--- src/rtl/mem_access_unit.sv ---
// Memory-stage load/store unit: RV32I loads/stores over a req/gnt/rvalid bus,
// with load formatting, upstream stall and alignment/encoding error flagging.
package mau_pkg;
    typedef logic [4:0] regName_t;
endpackage

module mem_access_unit
    import mau_pkg::*;
#(
    parameter int ADDR_W = 32
) (
    input  logic              clk,
    input  logic              rstN,
    input  logic              memWrite_MEM_In,
    input  logic              memRead_MEM_In,
    input  logic              regWrite_MEM_In,
    input  logic              memToRegWrite_MEM_In,
    input  logic [2:0]        func3_MEM_In,
    input  logic [31:0]       aluOut_MEM_In,
    input  logic [31:0]       aluSrc2_MEM_In,
    input  regName_t          rd_MEM_In,
    output logic              dmemReq,
    output logic              dmemWe,
    output logic [ADDR_W-1:0] dmemAddr,
    output logic [3:0]        dmemBe,
    output logic [31:0]       dmemWdata,
    input  logic              dmemGnt,
    input  logic              dmemRvalid,
    input  logic [31:0]       dmemRdata,
    output logic              stallMEM,
    output logic              memErr,
    output logic              regWrite_MEM_Out,
    output logic              memToRegWrite_MEM_Out,
    output logic [31:0]       aluOut_MEM_Out,
    output regName_t          rd_MEM_Out,
    output logic [31:0]       loadData_MEM_Out
);

    typedef enum logic [1:0] {IDLE, REQ, WAIT_RD, DONE} state_t;

    state_t      state;
    logic [31:0] load_q;
    logic        legal_f3;
    logic        aligned;
    logic        access;
    logic        issue;
    logic [3:0]  be_c;
    logic [31:0] wdata_c;
    logic [31:0] shifted;
    logic [15:0] half;
    logic [31:0] fmt;

    always_comb begin
        legal_f3 = 1'b0;
        case (func3_MEM_In)
            3'b000, 3'b001, 3'b010: legal_f3 = 1'b1;
            3'b100, 3'b101:         legal_f3 = memRead_MEM_In;
            default:                legal_f3 = 1'b0;
        endcase
        aligned = 1'b1;
        case (func3_MEM_In[1:0])
            2'b01:   aligned = ~aluOut_MEM_In[0];
            2'b10:   aligned = (aluOut_MEM_In[1:0] == 2'b00);
            default: aligned = 1'b1;
        endcase
        access = (memRead_MEM_In ^ memWrite_MEM_In) & legal_f3 & aligned;
    end

    // rstN gating makes the request and stall drop the moment reset asserts
    assign issue    = rstN & ((state == IDLE && access) || state == REQ);
    assign dmemReq  = issue;
    assign stallMEM = rstN & ((state == IDLE && access) ||
                              state == REQ || state == WAIT_RD);
    assign memErr   = rstN & (state == IDLE) &
                      (memRead_MEM_In | memWrite_MEM_In) & ~access;

    always_comb begin
        be_c    = 4'b1111;
        wdata_c = aluSrc2_MEM_In;
        if (memWrite_MEM_In) begin
            case (func3_MEM_In[1:0])
                2'b00: begin
                    be_c    = 4'b0001 << aluOut_MEM_In[1:0];
                    wdata_c = {4{aluSrc2_MEM_In[7:0]}};
                end
                2'b01: begin
                    be_c    = aluOut_MEM_In[1] ? 4'b1100 : 4'b0011;
                    wdata_c = {2{aluSrc2_MEM_In[15:0]}};
                end
                default: begin
                    be_c    = 4'b1111;
                    wdata_c = aluSrc2_MEM_In;
                end
            endcase
        end
    end

    assign dmemAddr  = {aluOut_MEM_In[ADDR_W-1:2], 2'b00};
    assign dmemWe    = issue & memWrite_MEM_In;
    assign dmemBe    = issue ? be_c : 4'b0000;
    assign dmemWdata = issue ? wdata_c : 32'h0;

    always_comb begin
        shifted = dmemRdata >> {aluOut_MEM_In[1:0], 3'b000};
        half    = aluOut_MEM_In[1] ? dmemRdata[31:16] : dmemRdata[15:0];
        case (func3_MEM_In)
            3'b000:  fmt = {{24{shifted[7]}}, shifted[7:0]};
            3'b001:  fmt = {{16{half[15]}}, half};
            3'b100:  fmt = {24'h0, shifted[7:0]};
            3'b101:  fmt = {16'h0, half};
            default: fmt = dmemRdata;
        endcase
    end

    always_ff @(posedge clk or negedge rstN) begin
        if (!rstN) begin
            state  <= IDLE;
            load_q <= 32'h0;
        end else begin
            case (state)
                IDLE, REQ: begin
                    if (state == REQ || access) begin
                        if (dmemGnt)
                            state <= memRead_MEM_In ? WAIT_RD : DONE;
                        else
                            state <= REQ;
                    end
                end
                WAIT_RD: begin
                    if (dmemRvalid) begin
                        load_q <= fmt;
                        state  <= DONE;
                    end
                end
                default: state <= IDLE;
            endcase
        end
    end

    assign regWrite_MEM_Out      = regWrite_MEM_In & ~memErr;
    assign memToRegWrite_MEM_Out = memToRegWrite_MEM_In;
    assign aluOut_MEM_Out        = aluOut_MEM_In;
    assign rd_MEM_Out            = rd_MEM_In;
    assign loadData_MEM_Out      = load_q;

endmodule
--- config.mk ---
export PLATFORM = sky130hd
export DESIGN_NAME = mem_access_unit
export DESIGN_NICKNAME = d
export VERILOG_FILES = /design/src/rtl/mem_access_unit.sv
export SDC_FILE = /design/constraint.sdc
export NUM_CORES = 1
export LEC_CHECK = 0
export ABC_CLOCK_PERIOD_IN_PS = 7590
export CORE_MARGIN = 4
export CORE_UTILIZATION = 30
export CTS_CLUSTER_DIAMETER = 60
export DETAILED_ROUTE_END_ITERATION = 6
export PLACE_DENSITY = 0.83
export SLEW_MARGIN = 20
export SYNTH_ARGS = -nofsm -noshare
export SYNTH_HDL_FRONTEND = slang
export SYNTH_SLANG_ARGS = --single-unit
--- constraint.sdc ---
create_clock -name clk -period 7.59 [get_ports clk]
set_clock_uncertainty 0.15 [all_clocks]
set_input_delay 1.518 -clock clk [delete_from_list [all_inputs] [get_ports clk]]
set_output_delay 1.518 -clock clk [all_outputs]
set_load 0.05 [all_outputs]
==> impl_metrics.tcl <==
set metrics [dict create \
    p_per_area_nw_per_um2 323 \
    cp.required_ns 5.92 \
    crit_path_frequent_cell "inv_1" \
    tns_ns 0 \
    drive_gt1_frac 0.146 \
    syn-mean-instance-area_um2 7.55 \
    clock.fmax_mhz 161 \
    avgRoutedWirePerCell_um 18.8 \
    seq_power_share 0.218 \
    place_area_um2 4550 \
    ys_seq_area_frac 0.274 \
    htree_levels 2 \
    grt_overflow_total 0 \
    drt-initial-drc-count 176 \
    worst_r2r_path_depth 4 \
    antenna_cells 0 \
    nets 593 \
    critical_path_arrival_ns 4.53 \
    synthCells 411 \
    path_delay_family "buffers and inverters" \
    cts.path.max_buffers 2 \
    status "finished clean" \
    post-dp-hpwl_um 8970 \
    insertion_delay_ns 0.29 \
    slowest_stage "ha_1" \
    synth_warnings 0 \
    synth_top_cell_by_area "dfrtp_1" \
    vias_per_cell 5.31 \
    die_w_um 110 \
    maxSlewViolCount 0 \
    crit_type "input port to output port" \
    start_util 0.313 \
    cap_violations 0 \
    first_pass_iters 5 \
    grt_start_max_net_pins 39 \
    cts.sinks 34 \
    switchingPower_mw 0.778 \
    globalplace.congestion 0.831 \
    grt_pass1_wl_um 17300 \
    fp.coreArea_um2 9910 \
    slowest_delay_ns 0.75 \
    antenna_found_initial 0 \
    cp-start-kind "input port" \
    fin_crit_sh 0.816 \
    max_slew.worst_pin.slew_ns 1.02 \
    cts_hold_buf 0 \
    crit_path_end_kind "output port" \
    hold_path_class "register to register" \
    antenna_left 0 \
    hold_viol 0 \
    vdd_ir_drop_max_mv 0.204 \
    drc_errors 0 \
    ys_ff_latch 34 \
    dieHeight_um 110 \
    crit_chain "clkdlybuf4s50_1, inv_1, ha_1, inv_1, a21oi_1, o221ai_2, buf_4, nor2_1, buf_12" \
    postCtsSetupRepairBufs 0 \
    syn2layout_area_growth_pct 49.5 \
    whs_path_depth 2 \
    p_sw_frac 0.518 \
    grtUsageTotal 0.184 \
    via_count 3246 \
    synthesis.area_um2 3100 \
    setup_viol 0 \
    pwr-share-clk 0.093 \
    grt_pass1_vias 3327 \
    cts-resized-gates 0 \
    yosys-top-cells-area "dfrtp_1 (27%), buf_4 (17%), a21oi_1 (10%)" \
    row_count 36 \
    rsz0062_at_grt "no" \
    io_pins 255 \
    yosysUniqueCellTypes 38 \
    stdcell_area_um2 4640 \
    slew-limit-headroom 0.318 \
    clockRootBuffer "clkbuf_8" \
    wl_um 11500 \
    io_buffers 150 \
    path_max_fanout 38 \
    cts_buffers 5 \
    cp.depth 9 \
    critPathBufInv 5 \
    cts_tree "yes" \
    min_period_ns 6.19 \
    p_leak_nw 1.91 \
    path_clk_slew_ns 0.07 \
    synth_top_area_frac 0.274 \
    internal_power_mw 0.723 \
    r2r_slack_ns 5.49 \
    power_frac_comb 0.689 \
    dieArea_um2 12000 \
]
-- worst min-delay path: stages (launching register included) --
cell	delay, ns
dfrtp_1	0.35
nand2_1	0.05
o21ai_0	0.06
-- Yosys cell counts --
cell type,number
clkbuf_1,15
nand2b_1,6
dfrtp_1,34
a21oi_2,10
o221ai_1,1
o21ai_0,15
o2bb2ai_1,1
o211ai_1,4
a22oi_1,16
mux2i_1,10
a21oi_1,65
conb_1,1
ha_1,4
a21boi_0,1
a211o_1,4
nor3_1,4
mux2_2,4
nand3b_1,1
o22ai_1,1
o21bai_1,7
a211oi_1,6
inv_2,1
o21ai_1,1
nand2_1,14
nor2b_1,1
nor4_1,1
buf_2,7
inv_1,19
and2_1,3
o31a_1,3
buf_6,2
a32o_1,7
buf_1,2
or3_1,4
buf_4,70
nor2_1,64
and3b_1,1
or2_1,1
-- power groups by stage --
stage	combinational, mW	sequential (mW)	clock, mW
floorplan	0.435	0.608	0
global placement	1.03	0.326	0
detailed placement	1.04	0.333	0
CTS	1.04	0.328	0.141
global route	1.09	0.341	0.150
finish	1.03	0.327	0.139
-- per-stage QoR --
stage	instances	total power [mW]	util	hold WS [ns]	worst slack, ns
after CTS	611	1.51	0.468	0.350	1.42
after floorplan	412	1.04	-	0.461	1.89
after global routing	611	1.58	0.468	0.353	1.18
final	611	1.50	0.468	0.345	1.40
after global placement	603	1.35	0.459	0.322	1.54
after detailed placement	603	1.37	0.459	0.332	1.42
-- worst paths after layout --
check,startpoint,endpoint
worst max-delay path,func3_MEM_In[1],dmemWdata[24]
worst min-delay path,loadData_MEM_Out[7],loadData_MEM_Out[7]
worst max register to register,state[0],loadData_MEM_Out[14]
worst min register to register,loadData_MEM_Out[7],loadData_MEM_Out[7]
max in group asynchronous,rstN,loadData_MEM_Out[1]
min in group asynchronous,rstN,loadData_MEM_Out[20]
-- flip-flops by register name (all words and copies together) (netlist names) --
signal / count
state: 2
loadData_MEM_Out: 32
-- cell type report --
cell class                 count  area (um^2)
timing repair buffer         154         1910
multi-input combinational    262         1550
inverter                      20         75.1
fill                         942         5270
tap                          133          166
clock buffer                   7         86.3
clock inverter                 1         5.00
sequential                    34          851
-- cell families (layout without fill, tap and decap cells) --
group           count (synthesis)  in the layout  synth area share
compound gates                142            142             0.291
buf+inv                       116            182             0.233
simple gates                  100            100             0.138
flops                          34             34             0.274
mux                            14             14            0.0468
fa+ha+maj                       4              4            0.0161
other cells                     1              2           0.00121
-- per-layer routing --
layer / GRT usage / up-vias / share of wire
li1: - / 1475 / -
met1: 0.207 / 1507 / 0.36
met2: 0.336 / 214 / 0.51
met3: 0.0364 / 50 / 0.10
met4: 0.0801 / 0 / 0.035
met5: 0 / - / 0
-- placed cells by master (no fill, tap or decap), types with 4 or more instances in the layout --
cell type	n
a211o_1	4
a211oi_1	6
a21oi_1	65
a21oi_2	10
a22oi_1	16
a32o_1	7
buf_12	39
buf_4	6
clkbuf_8	6
clkdlybuf4s50_1	108
dfrtp_1	34
ha_1	4
inv_1	19
mux2_2	4
mux2i_1	10
nand2_1	14
nand2b_1	6
nor2_1	64
nor3_1	4
o211ai_1	4
o21ai_0	15
o21bai_1	7
or3_1	4
No activity file was read; power rests on OpenSTA's default activity.
==> patch 1, RTL diff (same settings) <==
Re-encode `state_t` (4 states) as one-hot, 4 bits wide.
--- a/src/rtl/mem_access_unit.sv
+++ b/src/rtl/mem_access_unit.sv
@@ -37,5 +37,5 @@
 );
 
-    typedef enum logic [1:0] {IDLE, REQ, WAIT_RD, DONE} state_t;
+    typedef enum logic [3:0] {IDLE = 4'b0001, REQ = 4'b0010, WAIT_RD = 4'b0100, DONE = 4'b1000} state_t;
 
     state_t      state;
Check against the original RTL: same outputs for any inputs over 10 cycles, from zero or initial values and one cycle with rstN low; not proved beyond that.
==> patch 1 against the unedited design <==
  * Sequential cell count up 2
  * Setup slack lost 0.33 ns
  * Cell area down 1.5%
  * Final cell count rose by 6.4%
  * Total power fell by 19%
  * Routed wire length rose by 3.9%
  * Synthesized area is 10% higher
==> patch 1: results <==
[logic_synthesis]
synth-xor-area-share_pct = 0.255
synth_compound_area_share_pct = 22.1
synth.area.top_cells = dfrtp_1 (26%), buf_4 (16%), a21oi_1 (6.3%)
synth-adder-area-share_pct = 1.46
ys.warnings.count = 0
yosysSeqAreaShare_pct = 26.3
synthTopCellsByCount = buf_4 (71), nor2_1 (56), a21oi_1 (43)
synthMuxAreaShare_pct = 4.41
syn_area_per_cell_um2 = 7.76
ys_types = 52

[pwr]
comb_power_share_pct = 58.3
switching_share_pct = 47.9
seqPwrFrac_pct = 25.8
power_leakage_uw = 0.00204
ir_drop_v = 0.000126
powerSeq_uw = 312

[setup_path]
slowest_stage = nor2_1
cp_data_arrival_time_ns = 4.85
cp_max_fo = 40

[route]
num_vias = 3443
wl_met2_mm = 5.66
drt-met1-wl_mm = 4.72
wire_per_inst_um = 18.4
first_pass_iters = 7
met3_length_mm = 1.17
dr.first_iter.drc_count = 416
via_per_inst = 5.30

[placement]
post-dp-hpwl_mm = 9.28
place_inst = 643
place_congestion = 0.890
place_area_mm2 = 0.00444
portBuffers = 150
place_ws_ns = 1.09

[grt]
met3_usage_pct = 5.95
grt_use_total_pct = 17.3
grt_pass1_wl_mm = 18.3
grt_pass1_vias = 3489
grt_use_met2_pct = 26.6
antenna_found_initial = 0
globalRouteMet1Util_pct = 21.4
grt_max_degree = 49

[clock_network]
cts_buffers = 5
clk_latency_ns = 0.28
cts_root_buffer = clkbuf_16
clk_pin_slew_worst_paths_ns = 0.06

[cells_and_area]
nNetsFinal = 626
drive_above_1_share_pct = 16.9
largest_register_ff_count = 32
fill_cells = 1087
n_antenna_cell = 0

[run_status]
status = finished, final reports clean

[hold_path]
hold_path_class = reg -> reg

[timing]
relSlewSlack_pct = 35.9
-- patch 1: layout make-up --
type / instances / area (um^2) / share of cell area (%)
clock buffers: 6 / 129 / 2.82
clock inverters: 1 / 5.00 / 0.109
inverters: 20 / 75.1 / 1.64
multi-input cells: 289 / 1790 / 39.2
flip-flops and latches: 36 / 902 / 19.7
well taps: 140 / 175 / 3.83
repair buffers: 158 / 1490 / 32.6
-- patch 1: final timing paths --
check | from | to | slack [ns] | cells after the start
setup / recovery | func3_MEM_In[1] | dmemBe[0] | 1.07 | 10
hold / removal | loadData_MEM_Out[12] | loadData_MEM_Out[12] | 0.33 | 1
setup reg to reg | state[1] | loadData_MEM_Out[27] | 4.96 | 4
hold reg to reg | loadData_MEM_Out[12] | loadData_MEM_Out[12] | 0.33 | 1
max in group asynchronous | rstN | loadData_MEM_Out[19] | 5.72 | 2
min in group asynchronous | rstN | loadData_MEM_Out[10] | 1.18 | 2
==> patch 2, RTL diff (same flow settings) <==
Without the edit above. The parameter `ADDR_W` goes from 32 to 16.
--- a/src/rtl/mem_access_unit.sv
+++ b/src/rtl/mem_access_unit.sv
@@ -8,5 +8,5 @@
     import mau_pkg::*;
 #(
-    parameter int ADDR_W = 32
+    parameter int ADDR_W = 16
 ) (
     input  logic              clk,
Interface: changed (resized dmemAddr); port bits go from 255 to 239. No check against the original RTL was run, so the function may have changed too.
==> patch 2 against the unedited design <==
  * Cell area rose by 0.35%
  * Core utilization rose by 1.0 points
  * Global-route usage rose by 0.40 points
  * Synthesized area fell by 3.9%
  * Sequential share of layout area fell by 0.064 points
  * Count of clock-buffer cells in the layout did not move
  * Sequential cell count did not move
  * Routed wire length fell by 1.2%
  * Setup slack improved by 0.013 ns
  * Total power rose by 0.31%
  * Non-clock buffer count rose by 1
  * Final cell count rose by 0.16%
  * Die area fell by 3.6%
  * Largest power group unchanged
==> patch 2: results <==
[route]
via_per_inst = 5.38
first_pass_iters = 4
dr.first_iter.drc_count = 179
wl_met2_mm = 5.45
drt-met1-wl_mm = 4.14
num_vias = 3291
wire_per_inst_um = 18.5
met3_length_mm = 1.34

[logic_synthesis]
synth-adder-area-share_pct = 1.68
synthCells = 395
synth-xor-area-share_pct = 0
synthTopCellsByCount = a21oi_1 (65), nor2_1 (64), buf_4 (54)
synth_compound_area_share_pct = 30.3
synthMuxAreaShare_pct = 4.86
synth.area.top_cells = dfrtp_1 (29%), buf_4 (14%), a21oi_1 (11%)
yosysSeqAreaShare_pct = 28.5

[cells_and_area]
fin_util_pct = 47.9
nNetsFinal = 594
drive_above_1_share_pct = 14.6
fill_cells = 925
n_antenna_cell = 0

[pwr]
switching_share_pct = 51.6
ir_drop_v = 0.000159
power_leakage_uw = 0.00191

[grt]
grt_use_total_pct = 18.8
grt_pass1_vias = 3426
grt_pass1_wl_mm = 17.3

[placement]
place_inst = 604
post-dp-hpwl_mm = 8.79
place_congestion = 0.856
place_area_mm2 = 0.00457
place_ws_ns = 1.43

[timing]
relSlewSlack_pct = 33.1

[setup_path]
critPathMaxStageDelay_ns = 0.74
cp_data_arrival_time_ns = 4.51

[run_status]
status = finished, final reports clean
[patch 2: cell types whose count changed in the layout (fill, tap and decap cells not counted)]
| cell | before | now |
|---|---|---|
| o21ai_2 | 1 | 0 |
| o21ai_1 | 0 | 1 |
| buf_12 | 39 | 40 |
[patch 2: metal layers]
| layer | track usage (%) | vias to the layer above |
|---|---|---|
| met3 | 6.00 | 38 |
| met4 | 9.20 | 0 |
| met2 | 32.0 | 211 |
| met1 | 21.2 | 1561 |
| met5 | 0 | - |
| li1 | - | 1481 |
[patch 2: power by group through the flow]
| stage | Sequential, uW | Combinational (uW) | Clock, uW |
|---|---|---|---|
| 5_1_grt | 339 | 1090 | 148 |
| 4_1_cts | 327 | 1050 | 141 |
| 2_1_floorplan | 608 | 412 | 0 |
| 3_5_place_dp | 331 | 1050 | 0 |
| 6_report | 326 | 1040 | 139 |
| 3_3_place_gp | 327 | 1030 | 0 |
[patch 2: path summary, 6_finish.rpt]
kind,start,end,slack [ns],depth (start not counted)
worst max register to register,state[0],loadData_MEM_Out[11],5.54,4
worst min-delay path,loadData_MEM_Out[7],loadData_MEM_Out[7],0.34,2
worst max-delay path,func3_MEM_In[1],dmemBe[1],1.41,9
min in group asynchronous,rstN,loadData_MEM_Out[20],1.18,1
max in group asynchronous,rstN,loadData_MEM_Out[18],5.59,1
worst min register to register,loadData_MEM_Out[7],loadData_MEM_Out[7],0.34,2
[patch 2: final cells by class]
class                      count  share of cell area, %
timing repair buffer         155                   41.5
multi-input combinational    262                   33.1
sequential                    34                   18.3
tap                          133                   3.57
clock buffer                   7                   1.85
inverter                      20                   1.61
clock inverter                 1                  0.107
[patch 2: worst register-to-register path, stage by stage (launching register included)]
cell and delay (ns):
dfrtp_1 0.45, and3b_1 0.91, o211ai_1 0.19, a21oi_1 0.18, a21oi_1 0.05
